`config.mk`:
```
export PLATFORM = sky130hd
export DESIGN_NAME = cnt_seq_ctrl
export DESIGN_NICKNAME = d
export VERILOG_FILES = /design/src/rtl/cnt_seq_ctrl_pkg.sv /design/src/rtl/cnt_seq_ctrl_edge_det.sv /design/src/rtl/cnt_seq_ctrl.sv
export SDC_FILE = /design/constraint.sdc
export NUM_CORES = 1
export LEC_CHECK = 0
export ABC_AREA = 1
export BUFFER_PORTS_ARGS = -buffer_cell sky130_fd_sc_hd__buf_2
export CORE_MARGIN = 2
export CORE_UTILIZATION = 45
export DETAILED_ROUTE_END_ITERATION = 10
export GPL_ROUTABILITY_DRIVEN = 0
export GPL_TIMING_DRIVEN = 0
export PLACE_DENSITY_LB_ADDON = 0.08
export SYNTH_ARGS = -nofsm -noshare
export SYNTH_HDL_FRONTEND = slang
export SYNTH_SLANG_ARGS = --single-unit
```
`constraint.sdc`:
```
create_clock -name clk -period 3.1 [get_ports clk]
set_input_delay 0.62 -clock clk [delete_from_list [all_inputs] [get_ports clk]]
set_output_delay 0.62 -clock clk [all_outputs]
set_load 0.01 [all_outputs]
```
`src/rtl/cnt_seq_ctrl_pkg.sv`:
```
// cnt_seq_pkg: FSM state encoding and parameter defaults for the round sequencer.
package cnt_seq_pkg;
   localparam logic [1:0] IDLE = 2'b00;
   localparam logic [1:0] RUN  = 2'b01;
   localparam logic [1:0] DONE = 2'b10;
   localparam int RND_W_DEF   = 4;
   localparam int TMO_CYC_DEF = 300;
endpackage

```
`src/rtl/cnt_seq_ctrl_edge_det.sv`:
```
// cnt_edge_det: registered rising-edge detector on the counter terminal flag.
module cnt_edge_det (
   input  logic clk,
   input  logic rst_b,
   input  logic cnt_end,
   output logic evt
);
   logic cnt_end_q;
   always_ff @(posedge clk or negedge rst_b)
      if (!rst_b) cnt_end_q <= 1'b0;
      else cnt_end_q <= cnt_end;
   assign evt = cnt_end & ~cnt_end_q;
endmodule

```
`src/rtl/cnt_seq_ctrl.sv`:
```
// cnt_seq_ctrl: runs the round counter for a programmed number of terminal events.
// Optional watchdog timeout enabled by defining CNT_SEQ_TIMEOUT_EN.
module cnt_seq_ctrl
   import cnt_seq_pkg::*;
#(
   parameter int RND_W   = RND_W_DEF,
   parameter int TMO_CYC = TMO_CYC_DEF
) (
   input  logic             clk,
   input  logic             rst_b,
   input  logic             start,
   input  logic [RND_W-1:0] rounds,
   input  logic             cnt_end,
   output logic             cnt_en,
   output logic             busy,
   output logic             done,
   input  logic             done_ack,
   output logic [RND_W-1:0] round_cnt,
   output logic             err
);
   logic [1:0] state, state_nx;
   logic [RND_W-1:0] target, round_inc;
   logic evt, hit, tmo;
   if (TMO_CYC <= 256) begin : g_tmo_chk
      $error("TMO_CYC must exceed 256");
   end
   cnt_edge_det u_edge (.clk(clk), .rst_b(rst_b), .cnt_end(cnt_end), .evt(evt));
   assign round_inc = round_cnt + RND_W'(1);
   assign hit = evt & (round_inc == target);
`ifdef CNT_SEQ_TIMEOUT_EN
   localparam int TMR_W = $clog2(TMO_CYC);
   logic [TMR_W-1:0] timer;
   // an event in the limit cycle wins over the timeout
   assign tmo = (state == RUN) & ~evt & (timer == TMR_W'(TMO_CYC - 1));
   always_ff @(posedge clk or negedge rst_b)
      if (!rst_b) timer <= '0;
      else timer <= (state == RUN && !evt) ? timer + TMR_W'(1) : '0;
   always_ff @(posedge clk or negedge rst_b)
      if (!rst_b) err <= 1'b0;
      else if (tmo) err <= 1'b1;
      else if (state == DONE && done_ack) err <= 1'b0;
`else
   assign tmo = 1'b0;
   assign err = 1'b0;
`endif
   assign state_nx = (state == IDLE) ? (start ? ((rounds != '0) ? RUN : DONE) : IDLE)
                   : (state == RUN)  ? ((hit | tmo) ? DONE : RUN)
                   : (state == DONE) ? (done_ack ? IDLE : DONE)
                   : IDLE;
   always_ff @(posedge clk or negedge rst_b)
      if (!rst_b) state <= IDLE;
      else state <= state_nx;
   always_ff @(posedge clk or negedge rst_b)
      if (!rst_b) begin
         target    <= '0;
         round_cnt <= '0;
      end else if (state == IDLE && start) begin
         target    <= rounds;
         round_cnt <= '0;
      end else if (state == RUN && evt && round_cnt != target) begin
         round_cnt <= round_inc;
      end
   assign cnt_en = (state == RUN);
   assign busy   = (state != IDLE);
   assign done   = (state == DONE);
endmodule

```
==> run_results.csv <==
group,metric,value,unit
final_layout,finalCoreUtilization,55.8,%
grt,antenna_found_initial,0,
logic_synthesis,synth.top_cell.area_share,38.8,%
run,drv_cap,0,
critical_path,critical-path-max-stage-delay,410,ps
logic_synthesis,synth_common_cells,"28 x nand2_1, 15 x inv_1, 11 x dfrtp_1",
critical_path,critPathSlowestCell,"dfrtp_1",
logic_synthesis,synthArstFlopShare,100,%
grt,grt_max_degree,12,
critical_path,crit_buf_inv,2,
die,num_rows,14,
place,dp_hpwl,1140,µm
critical_path,cp-start-kind,"flop",
run_status,outcome,"finished clean",
final_layout,area_delta_synth_final,17.1,%
place,place_inst,129,
critical_path,reg2reg_from,"round_cnt[0]",
final_layout,layout.nets,128,
route,via_per_inst,4.87,
place,port_buffers,15,
grt,grt_pass1_vias,600,
critical_path,required,2480,ps
die,die_w,43.7,µm
timing,period_needed,1660,ps
grt,grt_usage,17.4,%
logic_synthesis,synth_seq_cells,11,
route,drt-initial-drc-count,15,
critical_path,path_cells,"nor2_1 > inv_1 > buf_2",
final_layout,antenna_cells,0,
clock_tree,ctsHtreeMaxLevel,1,
timing,finalSetupViolations,0,
critical_path,ff2ff_path_depth,6,
die,io_pins,17,
route,postRouteAntennaNets,0,
clock_tree,cts-buffers-inserted,3,
clock_tree,insertion_delay,260,ps
die,die_area,1910,µm²
logic_synthesis,synth_ff_type,"dfrtp_1",
critical_path,criticalPathCategory,"reg -> out",
critical_path,cp.arrival,1040,ps
timing,period_share,53.6,%
route,drc,0,
logic_synthesis,syn_nets,108,
die,initial_core_util,47.6,%
power_and_ir_drop,power_per_cell_area,825,nW/µm²
route,routed_wl,1380,µm
logic_synthesis,avgSynthCellArea,7.24,µm²
logic_synthesis,yosysWarningCount,0,
timing,whs,215,ps
route,wire_per_inst,10.4,µm
timing,grt_setup_unrepaired,"no",
hold_path,holdCritPathClass,"in -> async",
critical_path,endpoint_kind,"output port",
clock_tree,ctsLongestPathBuffers,2,
power_and_ir_drop,cellLeakagePower,0.486,nW
grt,grt-ovfl-total,0,
critical_path,ff2ff_setup_slack,1670,ps
power_and_ir_drop,ir_drop,410,µV
die,die_y,43.7,µm
clock_tree,holdBufCountCts,0,
logic_synthesis,synthDistinctLibCells,20,
logic_synthesis,synth-seq-area-share,38.8,%
route,dr.pass1.iters,5,
final_layout,final_layout_size_suffix_gt1_share,23.9,%
clock_tree,root_buffer,"clkbuf_4",
clock_tree,post_cts_buffers,0,
logic_synthesis,yosysMostFrequentCell,"nand2_1",
timing,fin_setup_tns,0,ps
timing,max_freq,601,MHz
logic_synthesis,synth_edf_count,0,
clock_tree,cts_sinks,11,
logic_synthesis,synth_area_leaders,"dfrtp_1 39%, nand2_1 15%, inv_1 7.9%",
final_layout,stdcell_count,133,
critical_path,cpLargestDelayFamily,"flip-flops",
critical_path,r2r-end,"state[0]",
route,vias,648,
logic_synthesis,syn_inst,98,
timing,hold_violations,0,
clock_tree,postCtsResizedCells,0,
critical_path,worstPathMaxFanout,4,
logic_synthesis,syn_area,709,µm²
grt,grt_pass1_wl,2420,µm
logic_synthesis,synth_area_leader_cell,"dfrtp_1",
timing,drv_slew,0,
clock_tree,clk_pin_slew,70,ps
clock_tree,tritoncts,"built",
die,core_area,1490,µm²
timing,fin_skew,1.87,ps
[state kept, by name (all words and copies together), names as in the netlist]
| name | count |
|---|---|
| round_cnt | 4 |
| target | 4 |
| state | 2 |
| u_edge.cnt_end_q | 1 |
[worst max-delay path by stage]
stage / from / endpoint / slack, ps / depth (start not counted)
4_1_cts: state[0] / busy / 1410 / 3
3_5_place_dp: round_cnt[0] / state[0] / 1670 / 6
3_3_place_gp: round_cnt[0] / state[0] / 1670 / 6
2_1_floorplan: round_cnt[0] / state[0] / 1760 / 6
6_report: state[0] / busy / 1440 / 3
5_1_grt: state[0] / busy / 1340 / 3
[layout by cell type (no fill, tap or decap), types with 3 or more instances in the layout]
cell type,count
buf_2,16
clkbuf_4,3
dfrtp_1,11
inv_1,15
nand2_1,28
nand3_1,9
nand4_1,6
nor2_1,8
o21ai_1,4
[layer usage]
| metal | wire, µm | track usage, % | up-vias | part of all wire, % |
|---|---|---|---|---|
| met3 | 32 | 1.25 | 2 | 2.3 |
| li1 | - | - | 346 | - |
| met1 | 647 | 22.7 | 292 | 47 |
| met2 | 684 | 27.9 | 8 | 50 |
| met5 | 0 | 0 | - | 0 |
| met4 | 15 | 10.9 | 0 | 1.1 |
[through the flow]
stage	total power, W	worst slack [ps]	instance area, µm²
finish	0.000685	1440	831
floorplan	0.000508	1760	709
CTS	0.000696	1410	831
global route	0.000756	1340	831
global placement	0.000590	1670	805
detailed placement	0.000600	1670	805
[logic make-up (layout without fill, tap and decap cells)]
family | count (synthesis) | after routing | share of synthesized area [%]
flops | 11 | 11 | 38.8
simple gates | 60 | 60 | 42.9
other cells | 1 | 1 | 0.529
fa+ha+maj | 1 | 1 | 1.76
compound gates | 4 | 4 | 2.82
buf+inv | 19 | 38 | 10.8
xor+xnor | 2 | 2 | 2.47
[cell type report]
class	count	area, µm²
sequential	11	275
buffer	2	12.5
timing repair buffer	15	75.1
clock buffer	4	26.3
fill	162	658
multi-input combinational	68	358
inverter	17	63.8
tap	16	20.0
[report_power, final]
part | switching, W | leakage, nW | internal, W
Sequential | 0.0000592 | 0.140 | 0.000191
Clock | 0.0000442 | 0.0150 | 0.0000497
Combinational | 0.000210 | 0.331 | 0.000132
Total | 0.000313 | 0.486 | 0.000372
Power figures use the tool's default switching activity.
